--- config.mk ---
export PLATFORM = sky130hd
export DESIGN_NAME = strided_buffer_writer
export DESIGN_NICKNAME = d
export VERILOG_FILES = /design/src/rtl/strided_buffer_writer_pkg.sv /design/src/rtl/strided_buffer_addr_gen.sv /design/src/rtl/strided_buffer_writer.sv
export SDC_FILE = /design/constraint.sdc
export NUM_CORES = 1
export LEC_CHECK = 0
export ABC_CLOCK_PERIOD_IN_PS = 39900
export BUFFER_PORTS_ARGS = -buffer_cell sky130_fd_sc_hd__clkbuf_2
export CAP_MARGIN = 5
export CORE_ASPECT_RATIO = 1.5
export CORE_MARGIN = 2
export CORE_UTILIZATION = 66
export DETAILED_ROUTE_END_ITERATION = 12
export PLACE_DENSITY_LB_ADDON = 0.05
export RECOVER_POWER = 50
export REMOVE_ABC_BUFFERS = 1
export SYNTH_ARGS = -nofsm -noshare
export SYNTH_HDL_FRONTEND = slang
export SYNTH_SLANG_ARGS = --single-unit
--- constraint.sdc ---
create_clock -name clk -period 39.9 [get_ports clk]
set_input_delay 7.98 -clock clk [delete_from_list [all_inputs] [get_ports clk]]
set_output_delay 7.98 -clock clk [all_outputs]
set_load 0.01 [all_outputs]
--- src/rtl/strided_buffer_writer_pkg.sv ---
// Shared definitions for the strided line-buffer writer and reader.
package strided_buffer_writer_pkg;

    localparam int unsigned N_BUF_X    = 10;
    localparam int unsigned B_BUF_ADDR = 9;
    localparam int unsigned B_SHAPE    = 25;
    localparam int unsigned B_COORD    = 9;
    localparam int unsigned DATA_WIDTH = 64;

    // Packed shape layout: [8:0]=w, [17:9]=h, [24:18]=n_wrap_c
    localparam int unsigned W_LSB  = 0;
    localparam int unsigned H_LSB  = 9;
    localparam int unsigned C_LSB  = 18;
    localparam int unsigned W_BITS = H_LSB - W_LSB;
    localparam int unsigned H_BITS = C_LSB - H_LSB;
    localparam int unsigned C_BITS = B_SHAPE - C_LSB;

    // Footprint width: one extra bit so a completely full buffer is representable
    localparam int unsigned B_FP      = B_BUF_ADDR + 1;
    localparam int unsigned BUF_DEPTH = 1 << B_BUF_ADDR;
    localparam int unsigned B_BANK    = $clog2(N_BUF_X);
    localparam int unsigned B_GRP     = B_COORD + 1;

    typedef enum logic [1:0] {
        ST_IDLE  = 2'd0,
        ST_RESV  = 2'd1,
        ST_WRITE = 2'd2,
        ST_DONE  = 2'd3
    } wr_state_e;

    function automatic logic [W_BITS-1:0] shape_w(input logic [B_SHAPE-1:0] s);
        return s[W_LSB +: W_BITS];
    endfunction

    function automatic logic [H_BITS-1:0] shape_h(input logic [B_SHAPE-1:0] s);
        return s[H_LSB +: H_BITS];
    endfunction

    function automatic logic [C_BITS-1:0] shape_c(input logic [B_SHAPE-1:0] s);
        return s[C_LSB +: C_BITS];
    endfunction

    // Number of column groups per bank: ceil(w / N_BUF_X)
    function automatic logic [B_GRP-1:0] col_groups(input logic [W_BITS-1:0] w);
        return (B_GRP'(w) + B_GRP'(N_BUF_X - 1)) / B_GRP'(N_BUF_X);
    endfunction

endpackage

--- src/rtl/strided_buffer_addr_gen.sv ---
// Channel/row/column walker producing bank select and in-bank address.
module strided_buffer_addr_gen
    import strided_buffer_writer_pkg::*;
(
    input  logic                  clk,
    input  logic                  rstn,
    input  logic                  clr_i,
    input  logic                  adv_i,
    input  logic [W_BITS-1:0]     w_i,
    input  logic [H_BITS-1:0]     h_i,
    input  logic [C_BITS-1:0]     nc_i,
    input  logic [B_BUF_ADDR-1:0] base_i,
    output logic [B_BUF_ADDR-1:0] addr_c_o,
    output logic [B_BANK-1:0]     bank_c_o,
    output logic                  last_c_o
);

    logic [C_BITS-1:0]  c_q,    c_d;
    logic [B_COORD-1:0] y_q,    y_d;
    logic [B_COORD-1:0] x_q,    x_d;
    logic [B_BANK-1:0]  xrem_q, xrem_d;
    logic [B_COORD-1:0] xquo_q, xquo_d;

    logic c_end_c, y_end_c, x_end_c, xrem_end_c;

    assign c_end_c    = (c_q == nc_i - C_BITS'(1));
    assign y_end_c    = (y_q == B_COORD'(h_i - H_BITS'(1)));
    assign x_end_c    = (x_q == B_COORD'(w_i - W_BITS'(1)));
    assign xrem_end_c = (xrem_q == B_BANK'(N_BUF_X - 1));

    // Counter advance: channel fastest, then row, then column (bank, group)
    always_comb begin
        c_d    = c_q;
        y_d    = y_q;
        x_d    = x_q;
        xrem_d = xrem_q;
        xquo_d = xquo_q;
        if (clr_i) begin
            c_d    = '0;
            y_d    = '0;
            x_d    = '0;
            xrem_d = '0;
            xquo_d = '0;
        end else if (adv_i) begin
            if (!c_end_c) begin
                c_d = c_q + C_BITS'(1);
            end else begin
                c_d = '0;
                if (!y_end_c) begin
                    y_d = y_q + B_COORD'(1);
                end else begin
                    y_d = '0;
                    x_d = x_q + B_COORD'(1);
                    if (xrem_end_c) begin
                        xrem_d = '0;
                        xquo_d = xquo_q + B_COORD'(1);
                    end else begin
                        xrem_d = xrem_q + B_BANK'(1);
                    end
                end
            end
        end
    end

    // Counter state
    always_ff @(posedge clk) begin
        if (!rstn) begin
            c_q    <= '0;
            y_q    <= '0;
            x_q    <= '0;
            xrem_q <= '0;
            xquo_q <= '0;
        end else begin
            c_q    <= c_d;
            y_q    <= y_d;
            x_q    <= x_d;
            xrem_q <= xrem_d;
            xquo_q <= xquo_d;
        end
    end

    // Modular arithmetic in bank-address width equals the truncated full-width result
    logic [B_BUF_ADDR-1:0] nc_a, h_a, y_a, c_a, xquo_a;

    assign nc_a   = B_BUF_ADDR'(nc_i);
    assign h_a    = B_BUF_ADDR'(h_i);
    assign y_a    = B_BUF_ADDR'(y_q);
    assign c_a    = B_BUF_ADDR'(c_q);
    assign xquo_a = B_BUF_ADDR'(xquo_q);

    assign addr_c_o = base_i + nc_a * (y_a + h_a * xquo_a) + c_a;
    assign bank_c_o = xrem_q;
    assign last_c_o = c_end_c && y_end_c && x_end_c;

endmodule

--- src/rtl/strided_buffer_writer.sv ---
// Fill stage of the strided line buffer: scatters a channel-fastest stream over
// column banks and manages circular-buffer space per map.
module strided_buffer_writer
    import strided_buffer_writer_pkg::*;
(
    input  logic                  clk,
    input  logic                  rstn,
    input  logic                  start,
    input  logic [B_SHAPE-1:0]    ftm_shape,
    input  logic [DATA_WIDTH-1:0] s_axis_tdata,
    input  logic                  s_axis_tvalid,
    output logic                  s_axis_tready,
    input  logic                  s_axis_tlast,
    input  logic                  rd_done,
    output logic [N_BUF_X-1:0]    wr_en,
    output logic [B_BUF_ADDR-1:0] wr_addr,
    output logic [DATA_WIDTH-1:0] wr_data,
    output logic                  busy,
    output logic                  map_done,
    output logic [B_BUF_ADDR-1:0] wr_base,
    output logic                  err
);

    localparam int unsigned B_PROD = C_BITS + H_BITS + B_GRP;

    wr_state_e             state_q,    state_d;
    logic [B_SHAPE-1:0]    shape_q,    shape_d;
    logic [B_FP-1:0]       fp_q,       fp_d;
    logic [B_FP-1:0]       used_q,     used_d;
    logic [B_BUF_ADDR-1:0] wr_base_q,  wr_base_d;
    logic                  tready_q,   tready_d;
    logic                  busy_q,     busy_d;
    logic                  map_done_q, map_done_d;
    logic                  err_q,      err_d;
    logic [N_BUF_X-1:0]    wr_en_q,    wr_en_d;
    logic [B_BUF_ADDR-1:0] wr_addr_q,  wr_addr_d;
    logic [DATA_WIDTH-1:0] wr_data_q,  wr_data_d;

    logic                  hs_c, clr_c, grant_c, rel_c, last_c, fits_c, fp_big_c;
    logic [B_PROD-1:0]     fp_full_c;
    logic [B_FP-1:0]       fp_c;
    logic [B_BUF_ADDR-1:0] addr_c;
    logic [B_BANK-1:0]     bank_c;

    assign hs_c = s_axis_tvalid & tready_q;

    // Footprint of the latched shape, checked against the whole buffer before truncation
    assign fp_full_c = B_PROD'(shape_c(shape_q)) * B_PROD'(shape_h(shape_q))
                     * B_PROD'(col_groups(shape_w(shape_q)));
    assign fp_big_c  = (fp_full_c > B_PROD'(BUF_DEPTH));
    assign fp_c      = fp_big_c ? '0 : B_FP'(fp_full_c);
    assign fits_c    = ((B_FP + 1)'(used_q) + (B_FP + 1)'(fp_c)) <= (B_FP + 1)'(BUF_DEPTH);

    strided_buffer_addr_gen u_addr_gen (
        .clk      (clk),
        .rstn     (rstn),
        .clr_i    (clr_c),
        .adv_i    (hs_c),
        .w_i      (shape_w(shape_q)),
        .h_i      (shape_h(shape_q)),
        .nc_i     (shape_c(shape_q)),
        .base_i   (wr_base_q),
        .addr_c_o (addr_c),
        .bank_c_o (bank_c),
        .last_c_o (last_c)
    );

    // Next-state: map sequencing, write path, space accounting and error flag
    always_comb begin
        state_d    = state_q;
        shape_d    = shape_q;
        fp_d       = fp_q;
        used_d     = used_q;
        wr_base_d  = wr_base_q;
        map_done_d = 1'b0;
        err_d      = err_q;
        wr_en_d    = '0;
        wr_addr_d  = wr_addr_q;
        wr_data_d  = wr_data_q;
        clr_c      = 1'b0;
        grant_c    = 1'b0;
        rel_c      = 1'b0;

        case (state_q)
            ST_IDLE: begin
                if (start) begin
                    shape_d = ftm_shape;
                    clr_c   = 1'b1;
                    state_d = ST_RESV;
                end
            end
            ST_RESV: begin
                fp_d = fp_c;
                if (fp_big_c) begin
                    err_d   = 1'b1;
                    state_d = ST_IDLE;
                end else if (fits_c) begin
                    grant_c = 1'b1;
                    state_d = ST_WRITE;
                end
            end
            ST_WRITE: begin
                if (hs_c) begin
                    wr_en_d   = N_BUF_X'(1) << bank_c;
                    wr_addr_d = addr_c;
                    wr_data_d = s_axis_tdata;
                    if (s_axis_tlast != last_c) begin
                        err_d = 1'b1;
                    end
                    if (last_c) begin
                        state_d = ST_DONE;
                    end
                end
            end
            ST_DONE: begin
                map_done_d = 1'b1;
                wr_base_d  = wr_base_q + B_BUF_ADDR'(fp_q);
                state_d    = ST_IDLE;
            end
            default: state_d = ST_IDLE;
        endcase

        // Release uses the footprint of the latched shape; an empty buffer cannot be released
        if (rd_done) begin
            if (used_q == '0) begin
                err_d = 1'b1;
            end else begin
                rel_c = 1'b1;
            end
        end
        if (grant_c) begin
            used_d = used_d + fp_c;
        end
        if (rel_c) begin
            used_d = used_d - fp_c;
        end

        tready_d = (state_d == ST_WRITE);
        busy_d   = (state_d != ST_IDLE);
    end

    // State and output registers
    always_ff @(posedge clk) begin
        if (!rstn) begin
            state_q    <= ST_IDLE;
            shape_q    <= '0;
            fp_q       <= '0;
            used_q     <= '0;
            wr_base_q  <= '0;
            tready_q   <= 1'b0;
            busy_q     <= 1'b0;
            map_done_q <= 1'b0;
            err_q      <= 1'b0;
            wr_en_q    <= '0;
            wr_addr_q  <= '0;
            wr_data_q  <= '0;
        end else begin
            state_q    <= state_d;
            shape_q    <= shape_d;
            fp_q       <= fp_d;
            used_q     <= used_d;
            wr_base_q  <= wr_base_d;
            tready_q   <= tready_d;
            busy_q     <= busy_d;
            map_done_q <= map_done_d;
            err_q      <= err_d;
            wr_en_q    <= wr_en_d;
            wr_addr_q  <= wr_addr_d;
            wr_data_q  <= wr_data_d;
        end
    end

    assign s_axis_tready = tready_q;
    assign busy          = busy_q;
    assign map_done      = map_done_q;
    assign wr_base       = wr_base_q;
    assign err           = err_q;
    assign wr_en         = wr_en_q;
    assign wr_addr       = wr_addr_q;
    assign wr_data       = wr_data_q;

endmodule

==> implementation parameters <==
Parameter                              Value

Power
  Lkg Pwr ... 8.96 nW
  Switching power as a share of total power ... 0.459
  Power density over the cells ... 42.5 nW/um2
  Switching power ... 0.383 mW
  Sequential fraction of design power ... 0.263
  Clock network fraction of total power ... 0.199
  Total internal power ... 0.452 mW
  Portion of total power attributed to combinational logic ... 0.538
  Largest voltage drop on the vdd net ... 0.0701 mV
  Total design power ... 0.835 mW

Die
  Die outline width ... 140 um
  Area of the core ... 27100 um2
  Die area ... 28900 um2
  Chip Height ... 207 um
  Ports placed on the boundary ... 191
  Initial core utilization ... 0.670
  Cell Rows ... 74

Clock network
  Clk slew on worst S/H paths ... 80 ps
  Worst skew pair latency ... 460 ps
  PostCTS Resize Cnt ... 0
  CTS max path bufs ... 2
  Clk root buf ... sky130_fd_sc_hd__clkbuf_16
  # Post-CTS Setup Buffers ... 0
  Hold buffer count at cts ... 0
  CTS Buf Count ... 17
  Clk sinks ... 180
  Maximum level of the CTS H-tree ... 4
  TritonCTS clock tree ... built

STA
  Time the final worst path needs with I/O delays and setup ... 17410 ps
  Aggregate negative setup slack ... 0 ps
  Slew margin rel. ... -1.32
  Measured slew at the worst slew-check pin ... 3480 ps
  Maximum achievable frequency ... 57.4 MHz
  Post-route setup slack ... 22490 ps
  Final number of setup-violating endpoints ... 0
  Worst setup skew after layout ... 11.0 ps
  Number of max-slew violations in the final report ... 204
  Unrepaired setup endpoints after global routing ... false
  Final Hold Viols ... 0
  Crit share post-route ... 0.436

Worst setup path
  Slowest cell on the critical path ... sky130_fd_sc_hd__dfxtp_1
  Cell seen most often among critical-path stages ... sky130_fd_sc_hd__o21ai_0
  Crit. End Element ... flop
  Crit path largest cell delay ... 770 ps
  Kind of launch point of the worst setup path ... flop
  Worst Setup Path Type ... flop to flop
  Data required time at the worst endpoint ... 40280 ps
  Arrival time at the worst endpoint ... 17790 ps
  Peak fanout along the critical path ... 21

Global route
  Via count of the first global-routing pass ... 16000
  Remaining global-route overflow ... 0
  First-pass GRT wire length ... 76100 um
  Overall track demand over capacity in global routing ... 0.317
  Pin count of the biggest net entering global routing ... 82
  Number of antenna violations at the first check in global routing ... 1

Layout
  Synthesis-to-finish area growth ... 8.14%
  Final net count ... 2802
  Number of fillers in the final layout ... 2292
  Fraction of final layout cells sized beyond drive strength 1 ... 0.0658
  Multi-input combinational cell area ... 13200 um2
  Total area of sequential cells ... 3600 um2

Synthesis
  Synthesized-area fraction occupied by ao, oa, aoi and oai cells ... 0.136
  Synthesis warning total ... 0
  Mux share of post-synthesis cell area ... 0.0156
  Post-synthesis instance area ... 18200 um2
  Parity-gate share of the synthesized area counting xor and xnor cells ... 0.0679
  Number of flops mapped to enable cells by yosys ... 0
  Cell count after synthesis ... 2258
  Adder and majority gate portion of the synthesized area ... 0.296
  Primary flip-flop cell chosen by synthesis mapping ... sky130_fd_sc_hd__dfxtp_1
  Largest family of logic cells by synthesized area ... adder cells
  Sequential fraction of the synthesis area ... 0.198
  Unique cell type count in the Yosys netlist ... 82
  Async set-or-reset flop fraction in the synthesized netlist ... 0
  Post-synthesis share of cell area spent on and, or, nand and nor gates ... 0.210
  Post-Syn Area per Cell ... 8.05 um2
  Number of register bits inferred by synthesis ... 180

Drt
  DRC violation count after routing ... 0
  Antenna Violating Nets Remaining ... 0
  Via count of the routed design ... 15700
  DR pass1 iterations ... 6
  Routed length per placed instance ... 16.4 um
  Routed wire length ... 44600 um
  Iteration-0 DRC Markers ... 934
  Post-detailed-route via-to-cell ratio ... 5.75

Placement
  Final HPWL from detailed placement ... 35600 um
  Port-buffer cells ... 190
  Pre-CTS worst setup slack ... 22650 ps
  Final GP Congestion ... 0.907

Hold path
  Tightest Hold Check Type ... flop to flop

Outcome
  Result of the run ... complete, but fails checks
  Violations in the final reports ... max-capacitance violations, max-slew violations

Job
  Max Cap Viol ... 3
-- Yosys cell counts, drive strengths merged (8+ instances only) --
library cell	count	area, um2
o21ai	57	285
clkbuf	87	327
or3	11	68.8
and2	112	701
fa	159	3180
a21o	18	135
nand3	45	225
xnor2	93	815
nor2b	19	119
buf	15	77.6
nand4	15	93.8
a21boi	12	90.1
nand2	364	1370
a21oi	164	825
nor4	11	68.8
mux2	8	113
o21a	17	128
o21bai	8	60.1
inv	266	998
mux2i	17	170
ha	175	2190
nor2	153	574
and3	9	56.3
nand2b	21	131
nor3	34	170
a31oi	13	81.3
o2bb2ai	9	78.8
o211ai	8	60.1
or2	9	56.3
xor2	48	420
dfxtp	180	3600
a211oi	12	95.1
-- through the flow --
step           std cells  hold WS, ps   util  area, um2
6_report            2728          452  0.725      19700
5_1_grt             2728          474  0.725      19700
4_1_cts             2727          454  0.729      19800
3_5_place_dp        2696          445  0.709      19200
3_3_place_gp        2696          441  0.709      19200
2_1_floorplan       2156          449      -      17800
-- worst max-delay path, delay by kind of cell (launching register included) --
family	cells	cell delay, ps
AOI/OAI and AO/OA	24	5000
adders and majority gates	14	5720
buffers and inverters	6	320
DFF	1	770
muxes	3	830
and+or+nand+nor	18	4690
-- state kept, by name, indices dropped and copies added (netlist names), 9 cells and up --
signal,flops
wr_data,64
used_q,10
fp_q,9
u_addr_gen.y_a,9
wr_en,10
shape_q,25
u_addr_gen.x_q,9
wr_base,9
wr_addr,9
u_addr_gen.xquo_a,9
-- cells in the final DEF, fill, tap and decap left out, types with 9 or more instances in the layout --
cell type,instances
sky130_fd_sc_hd__o2bb2ai_1,9
sky130_fd_sc_hd__xor2_1,48
sky130_fd_sc_hd__mux2i_1,17
sky130_fd_sc_hd__nand4_1,15
sky130_fd_sc_hd__and2_1,112
sky130_fd_sc_hd__nand2_1,363
sky130_fd_sc_hd__or3_1,11
sky130_fd_sc_hd__a211oi_1,11
sky130_fd_sc_hd__a31oi_1,13
sky130_fd_sc_hd__xnor2_1,93
sky130_fd_sc_hd__dfxtp_1,180
sky130_fd_sc_hd__clkbuf_1,101
sky130_fd_sc_hd__a21boi_0,10
sky130_fd_sc_hd__nor2_1,153
sky130_fd_sc_hd__fa_1,159
sky130_fd_sc_hd__nor4_1,11
sky130_fd_sc_hd__clkbuf_16,17
sky130_fd_sc_hd__nand3_1,45
sky130_fd_sc_hd__nand2b_1,21
sky130_fd_sc_hd__clkbuf_2,91
sky130_fd_sc_hd__a21o_1,18
sky130_fd_sc_hd__o21ai_0,56
sky130_fd_sc_hd__nor2b_1,19
sky130_fd_sc_hd__o21a_1,17
sky130_fd_sc_hd__ha_1,175
sky130_fd_sc_hd__a21oi_1,162
sky130_fd_sc_hd__inv_1,265
sky130_fd_sc_hd__nor3_1,34
-- power by group through the flow --
stage | registers [mW] | clock network, mW | logic (mW)
detailed placement | 0.223 | 0 | 0.444
floorplan | 0.214 | 0 | 0.328
finish | 0.220 | 0.167 | 0.449
CTS | 0.219 | 0.169 | 0.447
global route | 0.222 | 0.176 | 0.501
global placement | 0.222 | 0 | 0.435
-- final cells by class --
cell class | instances | area share
repair buffers | 198 | 0.0447
clock inverters | 14 | 0.00713
diodes | 1 | 0.000127
flip-flops and latches | 180 | 0.183
clock buffers | 17 | 0.0216
well taps | 342 | 0.0218
inverters | 266 | 0.0509
multi-input cells | 1710 | 0.670
-- worst paths after layout --
| kind | from | end | slack [ps] | cells after the start |
|---|---|---|---|---|
| min | wr_data[29] | wr_data[29] | 450 | 2 |
| min reg2reg | wr_data[29] | wr_data[29] | 450 | 2 |
| max | shape_q[20] | used_q[9] | 22490 | 65 |
| max reg2reg | shape_q[20] | used_q[9] | 22490 | 65 |
-- logic make-up after synthesis --
logic type	after synthesis
compound gates	385
xor+xnor	141
fa+ha+maj	334
buf+inv	368
mux	25
flops	180
simple gates	825
-- per-layer routing --
layer | part of all wire | global-route usage | routed length, um
met1 | 0.39 | 0.375 | 17600
met4 | 0.039 | 0.136 | 1730
met2 | 0.52 | 0.577 | 23400
met5 | 0 | 0 | 0
met3 | 0.042 | 0.0364 | 1880
Power figures use the tool's default switching activity.
